`config.mk`:
```
export PLATFORM = sky130hd
export DESIGN_NAME = load_store_unit
export DESIGN_NICKNAME = d
export VERILOG_FILES = /design/src/rtl/lsu_pkg.sv /design/src/rtl/lsu_align.sv /design/src/rtl/load_store_unit.sv
export SDC_FILE = /design/constraint.sdc
export NUM_CORES = 1
export LEC_CHECK = 0
export BUFFER_PORTS_ARGS = -buffer_cell sky130_fd_sc_hd__buf_2
export CELL_PAD_IN_SITES_DETAIL_PLACEMENT = 0
export CELL_PAD_IN_SITES_GLOBAL_PLACEMENT = 1
export CORE_ASPECT_RATIO = 0.5
export CORE_MARGIN = 8
export CORE_UTILIZATION = 41
export DETAILED_ROUTE_END_ITERATION = 8
export PLACE_DENSITY_LB_ADDON = 0.1
export SLEW_MARGIN = 20
export SYNTH_ARGS = -nofsm -noshare
export SYNTH_HDL_FRONTEND = slang
export SYNTH_HIERARCHICAL = 1
export SYNTH_SLANG_ARGS = --single-unit
export TNS_END_PERCENT = 30
```
`constraint.sdc`:
```
create_clock -name clk -period 10.8 [get_ports clk]
set_clock_uncertainty 0.2 [all_clocks]
set_input_delay 2.7 -clock clk [delete_from_list [all_inputs] [get_ports clk]]
set_output_delay 2.7 -clock clk [all_outputs]
set_load 0.01 [all_outputs]
```
`src/rtl/lsu_pkg.sv`:
```
// Shared definitions for the load/store unit.
// Contents: FSM state encoding and the RV32I funct3 width codes used by
// load_store_unit and lsu_align.
package lsu_pkg;

    typedef enum logic [1:0] {
        StIdle = 2'd0,
        StRd   = 2'd1,
        StWr   = 2'd2,
        StResp = 2'd3
    } lsu_state_e;

    // RV32I load/store width codes (funct3).
    localparam logic [2:0] F3_B  = 3'b000;  // lb / sb
    localparam logic [2:0] F3_H  = 3'b001;  // lh / sh
    localparam logic [2:0] F3_W  = 3'b010;  // lw / sw
    localparam logic [2:0] F3_BU = 3'b100;  // lbu
    localparam logic [2:0] F3_HU = 3'b101;  // lhu

endpackage

```
`src/rtl/lsu_align.sv`:
```
// Combinational byte-lane logic for the load/store unit.
// Ports:
//   funct3_i     width code of the transaction
//   byte_off_i   byte address bits [1:0]
//   word_i       32-bit memory word read for the transaction
//   wdata_i      right-aligned store data
//   load_data_o  addressed lane, sign- or zero-extended according to funct3_i
//   store_word_o word_i with the addressed byte/halfword replaced (sb/sh), or wdata_i (sw)
module lsu_align
    import lsu_pkg::*;
(
    input  logic [2:0]  funct3_i,
    input  logic [1:0]  byte_off_i,
    input  logic [31:0] word_i,
    input  logic [31:0] wdata_i,
    output logic [31:0] load_data_o,
    output logic [31:0] store_word_o
);

    logic [7:0]  byte_sel;
    logic [15:0] half_sel;

    always_comb begin
        byte_sel     = word_i[{byte_off_i, 3'b000} +: 8];
        // Halfword lane is chosen by bit 1 only; bit 0 is checked for alignment upstream.
        half_sel     = word_i[{byte_off_i[1], 4'b0000} +: 16];
        load_data_o  = 32'h0;
        store_word_o = word_i;

        case (funct3_i)
            F3_B:    load_data_o = {{24{byte_sel[7]}}, byte_sel};
            F3_H:    load_data_o = {{16{half_sel[15]}}, half_sel};
            F3_W:    load_data_o = word_i;
            F3_BU:   load_data_o = {24'h0, byte_sel};
            F3_HU:   load_data_o = {16'h0, half_sel};
            default: load_data_o = 32'h0;
        endcase

        case (funct3_i)
            F3_B:    store_word_o[{byte_off_i, 3'b000} +: 8] = wdata_i[7:0];
            F3_H:    store_word_o[{byte_off_i[1], 4'b0000} +: 16] = wdata_i[15:0];
            F3_W:    store_word_o = wdata_i;
            default: store_word_o = word_i;
        endcase
    end

endmodule

```
`src/rtl/load_store_unit.sv`:
```
// Single-outstanding RV32I load/store unit in front of a word-wide memory
// with combinational read data.
// Ports:
//   clk, reset                 clock, asynchronous active-high reset
//   req_valid/req_ready        request handshake (ready only when idle)
//   req_we, req_funct3         store flag and width code
//   req_addr, req_wdata        byte address and right-aligned store data
//   resp_valid                 one-cycle completion pulse
//   resp_rdata, resp_err       extended load data (0 for stores/errors), error flag
//   mem_we, mem_a, mem_wd      memory write enable, word-aligned address, write data
//   mem_rd                     memory read data for mem_a, same cycle
// Flow: IDLE -> RD -> RESP (load), IDLE -> RD -> WR -> RESP (sb/sh, read-modify-write),
// IDLE -> WR -> RESP (sw), IDLE -> RESP (error, no memory access).
module load_store_unit
    import lsu_pkg::*;
#(
    parameter int unsigned MEM_WORDS = 65536
) (
    input  logic        clk,
    input  logic        reset,
    input  logic        req_valid,
    output logic        req_ready,
    input  logic        req_we,
    input  logic [2:0]  req_funct3,
    input  logic [31:0] req_addr,
    input  logic [31:0] req_wdata,
    output logic        resp_valid,
    output logic [31:0] resp_rdata,
    output logic        resp_err,
    output logic        mem_we,
    output logic [31:0] mem_a,
    output logic [31:0] mem_wd,
    input  logic [31:0] mem_rd
);

    lsu_state_e  state_q, state_d;
    logic        we_q, we_d;
    logic [2:0]  funct3_q, funct3_d;
    logic [31:0] addr_q, addr_d;
    logic [31:0] wdata_q, wdata_d;
    logic [31:0] word_q, word_d;
    logic        err_q, err_d;

    logic        accept;
    logic        req_err;
    logic        funct_ok;
    logic        misaligned;
    logic        out_of_range;
    logic [31:0] load_data;
    logic [31:0] store_word;

    lsu_align u_align (
        .funct3_i    (funct3_q),
        .byte_off_i  (addr_q[1:0]),
        .word_i      (word_q),
        .wdata_i     (wdata_q),
        .load_data_o (load_data),
        .store_word_o(store_word)
    );

    assign accept = req_valid && req_ready;

    // Request legality, evaluated on the incoming (not yet latched) request.
    always_comb begin
        if (req_we) begin
            funct_ok = (req_funct3 == F3_B) || (req_funct3 == F3_H) || (req_funct3 == F3_W);
        end else begin
            funct_ok = (req_funct3 == F3_B)  || (req_funct3 == F3_H) || (req_funct3 == F3_W) ||
                       (req_funct3 == F3_BU) || (req_funct3 == F3_HU);
        end
        case (req_funct3)
            F3_H, F3_HU: misaligned = req_addr[0];
            F3_W:        misaligned = (req_addr[1:0] != 2'b00);
            default:     misaligned = 1'b0;
        endcase
        out_of_range = ({2'b00, req_addr[31:2]} >= MEM_WORDS);
        req_err      = !funct_ok || misaligned || out_of_range;
    end

    always_comb begin
        state_d  = state_q;
        we_d     = we_q;
        funct3_d = funct3_q;
        addr_d   = addr_q;
        wdata_d  = wdata_q;
        word_d   = word_q;
        err_d    = err_q;

        unique case (state_q)
            StIdle: begin
                if (accept) begin
                    we_d     = req_we;
                    funct3_d = req_funct3;
                    addr_d   = req_addr;
                    wdata_d  = req_wdata;
                    err_d    = req_err;
                    if (req_err) begin
                        state_d = StResp;
                    end else if (req_we && (req_funct3 == F3_W)) begin
                        state_d = StWr;
                    end else begin
                        // Loads, and sb/sh which need the old word for merging.
                        state_d = StRd;
                    end
                end
            end
            StRd: begin
                word_d  = mem_rd;
                state_d = we_q ? StWr : StResp;
            end
            StWr:   state_d = StResp;
            StResp: state_d = StIdle;
        endcase
    end

    always_ff @(posedge clk or posedge reset) begin
        if (reset) begin
            state_q  <= StIdle;
            we_q     <= 1'b0;
            funct3_q <= 3'b000;
            addr_q   <= 32'h0;
            wdata_q  <= 32'h0;
            word_q   <= 32'h0;
            err_q    <= 1'b0;
        end else begin
            state_q  <= state_d;
            we_q     <= we_d;
            funct3_q <= funct3_d;
            addr_q   <= addr_d;
            wdata_q  <= wdata_d;
            word_q   <= word_d;
            err_q    <= err_d;
        end
    end

    // Reset forces StIdle asynchronously, so every state-decoded output is
    // already quiet while reset is held; req_ready also needs the explicit gate.
    always_comb begin
        req_ready  = (state_q == StIdle) && !reset;
        resp_valid = (state_q == StResp);
        resp_err   = (state_q == StResp) && err_q;
        resp_rdata = ((state_q == StResp) && !we_q && !err_q) ? load_data : 32'h0;
        mem_we     = (state_q == StWr);
        mem_a      = ((state_q == StRd) || (state_q == StWr)) ? {addr_q[31:2], 2'b00} : 32'h0;
        mem_wd     = (state_q == StWr) ? store_word : 32'h0;
    end

endmodule

```
## Word-level counts from Yosys, hierarchy flattened

Cells that the tools add are included.

| storage, ports and cells | value |
|---|---|
| register bits after elaboration | 103 |
| bits of input ports | 103 |
| logic and storage cells | 65 |

| operators by class | value |
|---|---|
| $add $sub $neg | 2 |
| order comparisons | 1 |
| eq/ne operators | 12 |
| shift operators | 6 |
| mux-type cells | 14 |
| reductions and logical operators | 23 |

Operators by type and width:

| cell | count |
|---|---|
| 32-bit one-hot mux with 5 select lines | 1 |
| 32-bit two-way mux | 3 |
| 32-bit one-hot mux with 3 select lines | 1 |
| 32-bit bitwise mux | 2 |
| 16-bit by 7-bit variable shift with 32-bit output, first input constant | 1 |
| 8-bit by 7-bit variable shift with 32-bit output, first input constant | 1 |
| 16-bit by 7-bit variable part select with 32-bit output | 1 |
| 32-bit by 6-bit variable part select with 16-bit output | 1 |
| 32-bit by 6-bit variable part select with 8-bit output | 1 |
| 8-bit by 7-bit variable part select with 32-bit output | 1 |
| 30-bit by 17-bit greater-or-equal comparator with 1-bit output, second input constant | 1 |
| 5-bit negation with 7-bit output | 2 |
| 3-bit equality test, second input constant | 4 |
| 2-bit one-hot mux with 4 select lines | 1 |
| 1-bit logical OR | 7 |
| 3-bit by 1-bit equality test with 1-bit output, second input constant | 2 |
| 3-bit by 2-bit equality test with 1-bit output, second input constant | 2 |
| 1-bit logical AND | 6 |
| 3-bit logical NOT | 2 |
| 2-bit two-way mux | 3 |
| 2-bit equality test, second input constant | 2 |
| 1-bit logical NOT | 4 |
| 2-bit by 1-bit equality test with 1-bit output, second input constant | 1 |
| 2-bit logical NOT | 1 |
| other kinds (6) | 7 |

## Depth between registers and ports, before layout

| logic depth | value |
|---|---|
| depth after elaboration | 12 |
| mapped depth | 9 |
| gate-level depth less buffers | 7 |

## Modules after synthesis

Netlist, hierarchy kept.

Modules (own cells, without submodules):

| module | times used | cells each | area each (sq um) | seq. area each (sq um) |
|---|---|---|---|---|
| load_store_unit | 1 | 496 | 4,669.5 | 2,577.5 |
| lsu_align | 1 | 302 | 2,144.6 | 0.0 |

## Worst setup path before layout

OpenSTA, ideal clock, no wires.

| path | value |
|---|---|
| path type | input-to-output |
| start point | input port reset |
| end point | output port req_ready |
| arrival | 2.936 ns |
| path slack | 4.964 ns |
| stages | 1 |
| buffers on the path | 0 |
| cell sequence | and2b_1 |

| between the ends | value |
|---|---|
| word-level cells in the longest chain between the ends | 2 |

RTL lines:

| what | line | source |
|---|---|---|
| from (decl) | load_store_unit.sv:20 | `input logic reset,` |
| 1-bit logical NOT | load_store_unit.sv:139 | `req_ready = (state_q == StIdle) && !reset;` |
| 1-bit logical AND | load_store_unit.sv:139 |  |
| to (decl) | load_store_unit.sv:22 | `output logic req_ready,` |

Every way passes these cells.

## Worst setup path in the final report

Ends and elaborated chain as after synthesis.

==> metrics.json <==
{
  "synth.top_cell.area_share": {"value": 37.8, "unit": "%"},
  "finalWorstPathRequiredPeriod": {"value": 6080, "unit": "ps"},
  "worst_slew_margin_rel": {"value": 29.2, "unit": "%"},
  "clock_insertion_delay_worst_skew": {"value": 360, "unit": "ps"},
  "synth_ff_type": {"value": "sky130_fd_sc_hd__dfrtp_1"},
  "timing.fmax": {"value": 0.164, "unit": "GHz"},
  "vias_in_the_first_global_route": {"value": 6370},
  "postSynthRegisterBits": {"value": 103},
  "syn2layout_area_growth": {"value": 20.1, "unit": "%"},
  "path_max_fanout": {"value": 3},
  "core_area": {"value": 0.0163, "unit": "mm^2"},
  "routedWlPerCell": {"value": 18.9, "unit": "um"},
  "die-width": {"value": 198, "unit": "um"},
  "avgViaCountPerCell": {"value": 5.32},
  "synth_edf_count": {"value": 0},
  "drt-total-wl": {"value": 22500, "unit": "um"},
  "async_reset_ff_share": {"value": 100, "unit": "%"},
  "syn_area_per_cell": {"value": 8.54, "unit": "um^2"},
  "grt_max_degree": {"value": 73},
  "peak_supply_drop": {"value": 128, "unit": "uV"},
  "initialDrtViolationCount": {"value": 536},
  "ant_nets": {"value": 0},
  "share_comb_of_total_power": {"value": 56.4, "unit": "%"},
  "synthCells": {"value": 798},
  "detail_route.first_pass.iterations": {"value": 5},
  "clock_tree.root_cell": {"value": "sky130_fd_sc_hd__clkbuf_16"},
  "clk_pin_slew": {"value": 80, "unit": "ps"},
  "netSwitchingPower": {"value": 1.22, "unit": "mW"},
  "power_leakage": {"value": 4.33, "unit": "nW"},
  "final_area": {"value": 0.00818, "unit": "mm^2"},
  "count_of_clock_tree_sinks": {"value": 103},
  "timing.rr.start": {"value": "state_q[0]"},
  "std_cell_rows": {"value": 33},
  "via_count": {"value": 6345},
  "final_layout_size_suffix_gt1_share": {"value": 30.1, "unit": "%"},
  "worst_setup_path_endpoint": {"value": "req_ready"},
  "p_total": {"value": 2.64, "unit": "mW"},
  "hold_path.class": {"value": "reg -> reg"},
  "cts_made_buffers": {"value": 9},
  "cts_buffer_depth": {"value": 2},
  "synth.largest_area_cell": {"value": "sky130_fd_sc_hd__dfrtp_1"},
  "synthesis.yosys.warnings": {"value": 6},
  "clock_tree_from_tritoncts": {"value": "built"},
  "pwr-share-clk": {"value": 12.5, "unit": "%"},
  "floorplan.die_area": {"value": 0.0213, "unit": "mm^2"},
  "rsz0062_at_grt": {"value": "no"},
  "globalRouteOverflowTotal": {"value": 0},
  "initial_standard_cell_utilization_of_the_core": {"value": 41.8, "unit": "%"},
  "setup_violations": {"value": 0},
  "cell_internal_pwr": {"value": 1.42, "unit": "mW"},
  "finalHoldViolations": {"value": 0},
  "worst_r2r_path_depth": {"value": 7},
  "syn-cell-area": {"value": 0.00681, "unit": "mm^2"},
  "place_area": {"value": 0.00788, "unit": "mm^2"},
  "netlist_top_cells_area": {"value": "sky130_fd_sc_hd__dfrtp_1, sky130_fd_sc_hd__nand2_1, sky130_fd_sc_hd__and2_1"},
  "groute.usage.overall": {"value": 20.8, "unit": "%"},
  "synth.distinct_cells": {"value": 57},
  "timing.final.crit_share": {"value": 56.3, "unit": "%"},
  "critical_path.reg2reg.endpoint": {"value": "state_q[1]"},
  "antenna_found_initial": {"value": 1},
  "cts_max_level": {"value": 3},
  "rrSetupSlack": {"value": 8330, "unit": "ps"},
  "place.detailed.hpwl": {"value": 16100, "unit": "um"},
  "seq_power_share": {"value": 31.1, "unit": "%"},
  "boundaryPins": {"value": 203},
  "setup.worst_path.start_class": {"value": "input port"},
  "postCtsSetupRepairBufs": {"value": 0},
  "drt_drc_violations_left": {"value": 0},
  "grt_first_pass_wirelength": {"value": 35200, "unit": "um"},
  "ys_seq_area_share": {"value": 37.8, "unit": "%"},
  "post_cts.resized_instances": {"value": 0},
  "critPathKind": {"value": "in -> out"},
  "io_buffer_count": {"value": 200},
  "cp_data_required_time": {"value": 7900, "unit": "ps"},
  "drv_slew": {"value": 0},
  "worstSetupEndpointType": {"value": "primary output"},
  "power.density": {"value": 323, "unit": "mW/mm^2"},
  "outcome": {"value": "complete, no violations"},
  "layout.nets": {"value": 1071},
  "place_congestion": {"value": 0.820},
  "cp-startpoint": {"value": "reset"},
  "switching_power_as_a_share_of_total_power": {"value": 46.1, "unit": "%"},
  "cts-hold-fix-buffers": {"value": 0},
  "cp_data_arrival_time": {"value": 3180, "unit": "ps"},
  "tightestPinTransition": {"value": 1060, "unit": "ps"},
  "floorplan.die.height": {"value": 107, "unit": "um"},
  "tns": {"value": 0, "unit": "ps"},
  "whs": {"value": 269, "unit": "ps"},
  "maxCapViolCount": {"value": 0}
}
-- area by class of cell --
type / instances / area [um^2]
inverter: 8 / 32.5
clock buffer: 11 / 253
sequential: 103 / 2580
timing repair buffer: 209 / 1070
tap: 227 / 284
fill: 1655 / 8130
clock inverter: 5 / 47.5
multi-input combinational: 628 / 3910
antenna: 2 / 5.00
-- layer usage --
| metal | global-route usage [%] | up-vias | part of all wire (%) |
|---|---|---|---|
| met5 | 0 | - | 0 |
| met4 | 4.03 | 0 | 1.1 |
| met3 | 6.66 | 20 | 9.8 |
| met2 | 29.4 | 247 | 41 |
| met1 | 30.6 | 3009 | 49 |
| li1 | - | 3069 | - |
-- stage by stage --
| step | utilization [%] | worst slack (ps) | std cells |
|---|---|---|---|
| after floorplan | - | 4960 | 799 |
| after detailed placement | 48.3 | 4720 | 1175 |
| after global placement | 48.3 | 4720 | 1175 |
| after global routing | 50.1 | 4700 | 1191 |
| final | 50.2 | 4720 | 1193 |
| after CTS | 50.1 | 4710 | 1191 |
-- logic make-up after synthesis --
family	Yosys count	synth area share [%]
buffers and inverters	68	4.92
adders and majority gates	9	1.65
other	1	0.0550
muxes	59	9.36
DFF	103	37.8
and+or+nand+nor	396	27.3
AOI/OAI and AO/OA	162	18.9
-- worst min path at each step --
stage,from,to,slack [ps],cells past startpoint
floorplan,addr_q[10],addr_q[10],240,2
global placement,addr_q[10],addr_q[10],250,2
detailed placement,addr_q[15],addr_q[15],260,2
CTS,addr_q[15],addr_q[15],270,2
global route,addr_q[22],addr_q[22],300,2
finish,addr_q[21],addr_q[21],270,2
-- flip-flops by register name (all words and copies together) (netlist names) --
register	flops
err_q	1
wdata_q	32
addr_q	32
state_q	2
we_q	1
word_q	32
funct3_q	3
-- critical path, stage by stage --
cell and delay [ps]:
sky130_fd_sc_hd__buf_2 120, sky130_fd_sc_hd__and2b_1 220, sky130_fd_sc_hd__buf_2 140
-- synth_stat cells (all sizes together) (2+ instances only) --
cell    instances
a221o          18
nor4            2
a211oi         10
nor3b           3
o221a           8
clkbuf         21
a31o            2
mux2i          21
nand2         225
a221oi          8
mux2           38
a21o           33
o21a            8
ha              9
a31oi           3
a21oi          28
a22o            8
a32oi           9
nor2b           5
o21ai           7
and2           98
and3            5
buf            39
nor3           12
nand2b          3
o22ai           2
dfrtp         103
inv             8
nor2           35
a211o          11
nand3           2
-- cells in the final DEF (no fill, tap or decap), drive strengths merged, types with 9 or more instances in the layout --
cell type / Yosys / final
nand2: 225 / 225
buf: 39 / 209
dfrtp: 103 / 103
and2: 98 / 98
mux2: 38 / 38
nor2: 35 / 35
a21o: 33 / 33
a21oi: 28 / 28
mux2i: 21 / 21
a221o: 18 / 18
nor3: 12 / 12
a211o: 11 / 11
clkbuf: 21 / 11
inv: 8 / 11
a211oi: 10 / 10
ha: 9 / 9
a32oi: 9 / 9
-- power by group through the flow --
stage	clock network, mW	logic [mW]	registers, mW
6_report	0.331	1.49	0.820
4_1_cts	0.342	1.50	0.813
5_1_grt	0.358	1.66	0.846
3_3_place_gp	0	1.47	0.810
3_5_place_dp	0	1.50	0.818
2_1_floorplan	0	1.14	0.708
No activity file was read; power rests on OpenSTA's default activity.
